==> config.mk <==
export PLATFORM = sky130hd
export DESIGN_NAME = gray4_expander
export DESIGN_NICKNAME = d
export VERILOG_FILES = /design/src/rtl/gray4_expander.sv
export SDC_FILE = /design/constraint.sdc
export NUM_CORES = 1
export LEC_CHECK = 0
export BUFFER_PORTS_ARGS = -buffer_cell sky130_fd_sc_hd__buf_2
export CAP_MARGIN = 20
export CORE_MARGIN = 1
export CORE_UTILIZATION = 44
export CTS_CLUSTER_DIAMETER = 80
export DETAILED_ROUTE_END_ITERATION = 12
export PLACE_DENSITY_LB_ADDON = 0.1
export SETUP_SLACK_MARGIN = 0.4
export SKIP_CTS_REPAIR_TIMING = 1
export SYNTH_ARGS = -nofsm -noshare
export SYNTH_HDL_FRONTEND = slang
export SYNTH_SLANG_ARGS = --single-unit
==> constraint.sdc <==
create_clock -name clk -period 4.7 [get_ports clk]
set_input_delay 1.175 -clock clk [delete_from_list [all_inputs] [get_ports clk]]
set_output_delay 1.175 -clock clk [all_outputs]
set_load 0.01 [all_outputs]
==> src/rtl/gray4_expander.sv <==
// gray4_expander: expands packed 4-bpp words to packed 8-bpp words via a
// programmable 16-entry LUT. Each output word carries line/frame end markers.
// The output register is backed by a one-entry skid buffer, so s_ready is a flop.
module gray4_expander #(
    parameter int H_WORDS = 400,
    parameter int V_LINES = 1200
) (
    input  logic        clk,
    input  logic        rst,
    input  logic        s_valid,
    output logic        s_ready,
    input  logic [15:0] s_data,
    input  logic        s_sof,
    output logic        m_valid,
    input  logic        m_ready,
    output logic [31:0] m_data,
    output logic        m_eol,
    output logic        m_eof,
    input  logic        cfg_we,
    input  logic [3:0]  cfg_addr,
    input  logic [7:0]  cfg_data
);
    localparam int CW = $clog2(H_WORDS);
    localparam int LW = $clog2(V_LINES);

    logic [7:0]    lut_q [16];
    logic [CW-1:0] col_q, col_d, col_tag;
    logic [LW-1:0] line_q, line_d, line_tag;
    logic          tag_eol, tag_eof;
    logic          accept;
    logic [31:0]   exp_word;

    logic          s_ready_q;
    logic          m_valid_q, m_valid_d;
    logic [31:0]   m_data_q, m_data_d;
    logic          m_eol_q, m_eol_d, m_eof_q, m_eof_d;
    logic          skid_valid_q, skid_valid_d;
    logic [31:0]   skid_data_q, skid_data_d;
    logic          skid_eol_q, skid_eol_d, skid_eof_q, skid_eof_d;

    assign accept   = s_valid && s_ready_q;
    // Lookup reads the registered LUT, so a same-cycle write is seen only from the next word on.
    assign exp_word = {lut_q[s_data[15:12]], lut_q[s_data[11:8]],
                       lut_q[s_data[7:4]],   lut_q[s_data[3:0]]};

    assign s_ready = s_ready_q;
    assign m_valid = m_valid_q;
    assign m_data  = m_data_q;
    assign m_eol   = m_eol_q;
    assign m_eof   = m_eof_q;

    // Position tagging of the incoming word and next-position counters.
    always_comb begin
        col_tag  = s_sof ? '0 : col_q;
        line_tag = s_sof ? '0 : line_q;
        tag_eol  = (col_tag == CW'(H_WORDS - 1));
        tag_eof  = tag_eol && (line_tag == LW'(V_LINES - 1));
        col_d    = col_q;
        line_d   = line_q;
        if (accept) begin
            if (tag_eol) begin
                col_d  = '0;
                line_d = tag_eof ? '0 : line_tag + 1'b1;
            end else begin
                col_d  = col_tag + 1'b1;
                line_d = line_tag;
            end
        end
    end

    // Output register / skid buffer steering.
    always_comb begin
        m_valid_d    = m_valid_q;
        m_data_d     = m_data_q;
        m_eol_d      = m_eol_q;
        m_eof_d      = m_eof_q;
        skid_valid_d = skid_valid_q;
        skid_data_d  = skid_data_q;
        skid_eol_d   = skid_eol_q;
        skid_eof_d   = skid_eof_q;
        if (m_valid_q && !m_ready) begin
            // Output is stalled; a word accepted now can only be parked in the skid.
            if (accept) begin
                skid_valid_d = 1'b1;
                skid_data_d  = exp_word;
                skid_eol_d   = tag_eol;
                skid_eof_d   = tag_eof;
            end
        end else if (skid_valid_q) begin
            // s_ready is low while the skid is full, so no accept competes here.
            m_valid_d    = 1'b1;
            m_data_d     = skid_data_q;
            m_eol_d      = skid_eol_q;
            m_eof_d      = skid_eof_q;
            skid_valid_d = 1'b0;
        end else if (accept) begin
            m_valid_d = 1'b1;
            m_data_d  = exp_word;
            m_eol_d   = tag_eol;
            m_eof_d   = tag_eof;
        end else begin
            m_valid_d = 1'b0;
        end
    end

    // LUT storage: identity-like ramp (nibble replicated) after reset.
    always_ff @(posedge clk) begin
        if (rst) begin
            for (int i = 0; i < 16; i++) lut_q[i] <= 8'(i * 17);
        end else if (cfg_we) begin
            lut_q[cfg_addr] <= cfg_data;
        end
    end

    // Datapath, counter and handshake state registers.
    always_ff @(posedge clk) begin
        if (rst) begin
            col_q        <= '0;
            line_q       <= '0;
            s_ready_q    <= 1'b1;
            m_valid_q    <= 1'b0;
            m_data_q     <= '0;
            m_eol_q      <= 1'b0;
            m_eof_q      <= 1'b0;
            skid_valid_q <= 1'b0;
            skid_data_q  <= '0;
            skid_eol_q   <= 1'b0;
            skid_eof_q   <= 1'b0;
        end else begin
            col_q        <= col_d;
            line_q       <= line_d;
            s_ready_q    <= !skid_valid_d;
            m_valid_q    <= m_valid_d;
            m_data_q     <= m_data_d;
            m_eol_q      <= m_eol_d;
            m_eof_q      <= m_eof_d;
            skid_valid_q <= skid_valid_d;
            skid_data_q  <= skid_data_d;
            skid_eol_q   <= skid_eol_d;
            skid_eof_q   <= skid_eof_d;
        end
    end
endmodule

==> impl_metrics.env <==
export IMPL_rsz0062_at_grt="no"
export IMPL_layout_min_cycle_time_ns=2.94
export IMPL_ys_top_cells_by_area="sky130_fd_sc_hd__edfxtp_1 (30%), sky130_fd_sc_hd__mux4_2 (23%), sky130_fd_sc_hd__dfxtp_1 (14%)"
export IMPL_report_final_hold_viol_count=0
export IMPL_crit_path_max_incr_delay_ns=0.68
export IMPL_most_frequent_cells_after_synthesis="sky130_fd_sc_hd__edfxtp_1 (128), sky130_fd_sc_hd__mux4_2 (128), sky130_fd_sc_hd__dfxtp_1 (91)"
export IMPL_num_rows=61
export IMPL_critPathSlowestCell="sky130_fd_sc_hd__buf_2"
export IMPL_tritoncts="done"
export IMPL_mappedNetlistNets=1066
export IMPL_num_antenna_cells=0
export IMPL_syn2layout_area_growth_pct=11.4
export IMPL_rr_endpoint="m_eof$_SDFFE_PP0P_"
export IMPL_cp_data_arrival_time_ns=3.34
export IMPL_fp_dieArea_um2=29400
export IMPL_timing_critical_path_max_delay_family="multiplexers"
export IMPL_synth_cells=1030
export IMPL_worst_r2r_startpoint="col_q[0]$_SDFFE_PP0P_"
export IMPL_fin_nets=1084
export IMPL_yosys_register_bits=219
export IMPL_clock_skew_final_ns=0.0145
export IMPL_outcome="completed"
export IMPL_design_power_total_uw=5130
export IMPL_cts_inserted_buffers=26
export IMPL_mappedNetlistArea_um2=12600
export IMPL_number_of_flops_mapped_to_enable_cells_by_yosys=128
export IMPL_floorplan_die_height_um=172
export IMPL_clock_sinks=219
export IMPL_synthDistinctLibCells=53
export IMPL_seq_area_frac_synth=0.448
export IMPL_drt_wirelength_per_cell_um=25.2
export IMPL_highest_clock_rate_mhz=340
export IMPL_globalplace_congestion=0.875
export IMPL_vias=8918
export IMPL_vias_per_cell=6.17
export IMPL_synth_largest_area_cell="sky130_fd_sc_hd__edfxtp_1"
export IMPL_crit_path_end_kind="flop"
export IMPL_crit_path_cell_trace="buf_2 -> mux4_2 -> mux2i_1 -> nor2_1 -> a21oi_1 -> o21ai_1"
export IMPL_maxSlewViolCount=0
export IMPL_setup_tns_ns=0
export IMPL_vdd_ir_drop_max_mv=0.278
export IMPL_dp_final_hpwl_um=26400
export IMPL_async_set_or_reset_register_ratio_after_synthesis=0
export IMPL_pin_count_of_the_biggest_net_entering_global_routing=39
export IMPL_ctsRootBufferMaster="sky130_fd_sc_hd__clkbuf_16"
export IMPL_core_area_um2=28000
export IMPL_wire_length_of_the_first_global_routing_pass_um=54900
export IMPL_p_leak_uw=0.00480
export IMPL_clk_insertion_delay_late_ns=0.53
export IMPL_die_width_um=172
export IMPL_cp_startpoint="s_data[0]"
export IMPL_crit_type="in2reg"
export IMPL_timing_reg2reg_worst_path_depth=6
export IMPL_ys_warnings_count=0
export IMPL_maxCapViolCount=0
export IMPL_path_max_fanout=25
export IMPL_worst_path_stages=6
export IMPL_detailedRoute_firstPassIterationCount=5
export IMPL_clock_transition_at_the_registers_of_the_reported_paths_ns=0.06
export IMPL_synth_top_cell_area_share=0.304
export IMPL_slew_headroom=0.391
export IMPL_worst_hold_path_num_cells=2
export IMPL_final_antenna_net_count=0
export IMPL_worstPathBufferInverterCount=1
export IMPL_initial_antenna_violation_count=0
export IMPL_critical_path_required_ns=5.10
export IMPL_track_usage=0.256
export IMPL_detailedRoute_firstIterationViolations=949
export IMPL_initial_utilization=0.451
export IMPL_buffer_ports_inserted=69
export IMPL_grt_overflow_total=0
export IMPL_cts_max_level=1
export IMPL_synth_main_ff_cell="sky130_fd_sc_hd__edfxtp_1"
export IMPL_pwrdens_nw_per_um2=364
export IMPL_number_of_drc_violations_after_detailed_routing=0
export IMPL_crit_end="skid_data_q[7]$_SDFFE_PP0P_"
export IMPL_finalWirelength_um=36500
export IMPL_finalSetupViolations=0
export IMPL_worstSetupStartpointType="primary input"
export IMPL_cts_path_max_buffers=3
export IMPL_io_pin_count=70
export IMPL_regToRegSetupSlack_ns=2.46
export IMPL_first_global_vias=8440
export IMPL_layout_drive_gt1_share=0.283
export IMPL_min_delay_path_class="reg2reg"
export IMPL_worstMarginPinSlew_ns=0.914
export IMPL_syn_mean_instance_area_um2=12.3
export IMPL_timing_final_crit_share=0.626
==> layer usage <==
metal  track usage  up-vias  wire (um)
met5             0        -          0
met4        0.0835        0       1060
met3        0.0610       53       3180
met2         0.371      375      15800
met1         0.378     4457      16500
li1              -     4033          -
==> worst min path at each step <==
stage | from | end | slack [ns]
2_1_floorplan | skid_data_q[0]$_SDFFE_PP0P_ | skid_data_q[0]$_SDFFE_PP0P_ | 0.43
3_3_place_gp | skid_data_q[13]$_SDFFE_PP0P_ | skid_data_q[13]$_SDFFE_PP0P_ | 0.44
3_5_place_dp | skid_data_q[4]$_SDFFE_PP0P_ | skid_data_q[4]$_SDFFE_PP0P_ | 0.44
4_1_cts | skid_data_q[2]$_SDFFE_PP0P_ | skid_data_q[2]$_SDFFE_PP0P_ | 0.45
5_1_grt | skid_data_q[31]$_SDFFE_PP0P_ | skid_data_q[31]$_SDFFE_PP0P_ | 0.47
6_report | skid_data_q[24]$_SDFFE_PP0P_ | skid_data_q[24]$_SDFFE_PP0P_ | 0.45
==> layout make-up <==
class                           instances  area [um^2]
Fill cell                            2488        13900
Multi-Input combinational cell        712         6510
Sequential cell                       219         5670
Clock buffer                           28          679
Timing Repair Buffer                   88          488
Tap cell                              378          473
Clock inverter                         20          263
Inverter                                1         3.75
==> worst register-to-register path, stage by stage, from the launching register on <==
cell and delay, ns:
sky130_fd_sc_hd__dfxtp_1 0.37, sky130_fd_sc_hd__nor2b_1 0.15, sky130_fd_sc_hd__ha_1 0.20, sky130_fd_sc_hd__and4b_4 0.31, sky130_fd_sc_hd__and3_1 0.62, sky130_fd_sc_hd__nand3b_1 0.18
sky130_fd_sc_hd__a311oi_1 0.30
==> stage by stage <==
| step | setup slack, ns | hold slack, ns | util | instance area, um^2 | cells |
|---|---|---|---|---|---|
| 3_3_place_gp | 1.23 | 0.435 | 0.469 | 13100 | 1398 |
| 4_1_cts | 1.77 | 0.450 | 0.503 | 14100 | 1446 |
| 6_report | 1.76 | 0.447 | 0.503 | 14100 | 1446 |
| 3_5_place_dp | 1.23 | 0.441 | 0.469 | 13100 | 1398 |
| 5_1_grt | 1.59 | 0.467 | 0.503 | 14100 | 1446 |
| 2_1_floorplan | 1.44 | 0.429 | - | 12600 | 1030 |
==> sequential cells by signal (all words and copies together), names as in the netlist <==
register	cells
line_q	11
m_data	32
lut_q	128
skid_data_q	32
m_valid	1
skid_eof_q	1
m_eol	1
s_ready	1
skid_eol_q	1
col_q	9
skid_valid_q	1
m_eof	1
==> kinds of logic (layout without fill, tap and decap cells) <==
family / after synthesis / in the layout / synth area share
buf+inv: 99 / 137 / 0.0377
mux: 192 / 192 / 0.282
simple gates: 334 / 334 / 0.147
flops: 219 / 219 / 0.448
compound gates: 184 / 184 / 0.0838
fa+ha+maj: 2 / 2 / 0.00198
==> power breakdown <==
group	internal, uW	total [uW]	switching, uW	leakage, uW
sequential	2130	2260	121	0.00199
clock	1380	2200	825	0.000450
combinational	318	672	355	0.00236
==> placed cells by master (no fill, tap or decap), drive strengths merged, types with 3 or more instances in the layout <==
| cell type | count |
|---|---|
| or3 | 59 |
| buf | 88 |
| a21oi | 53 |
| a22oi | 32 |
| and3 | 3 |
| and4 | 3 |
| nand4b | 6 |
| dfxtp | 91 |
| mux2i | 32 |
| nand2 | 50 |
| a311oi | 4 |
| nor2 | 65 |
| o21ai | 84 |
| and4b | 3 |
| clkinvlp | 4 |
| nor2b | 5 |
| mux2 | 32 |
| nand3 | 11 |
| bufinv | 6 |
| nand3b | 6 |
| nor3 | 9 |
| edfxtp | 128 |
| mux4 | 128 |
| clkinv | 7 |
| or2 | 15 |
| inv | 4 |
| clkbuf | 28 |
| nand2b | 16 |
| and2 | 70 |
| nand4 | 3 |
Power figures use the tool's default switching activity.
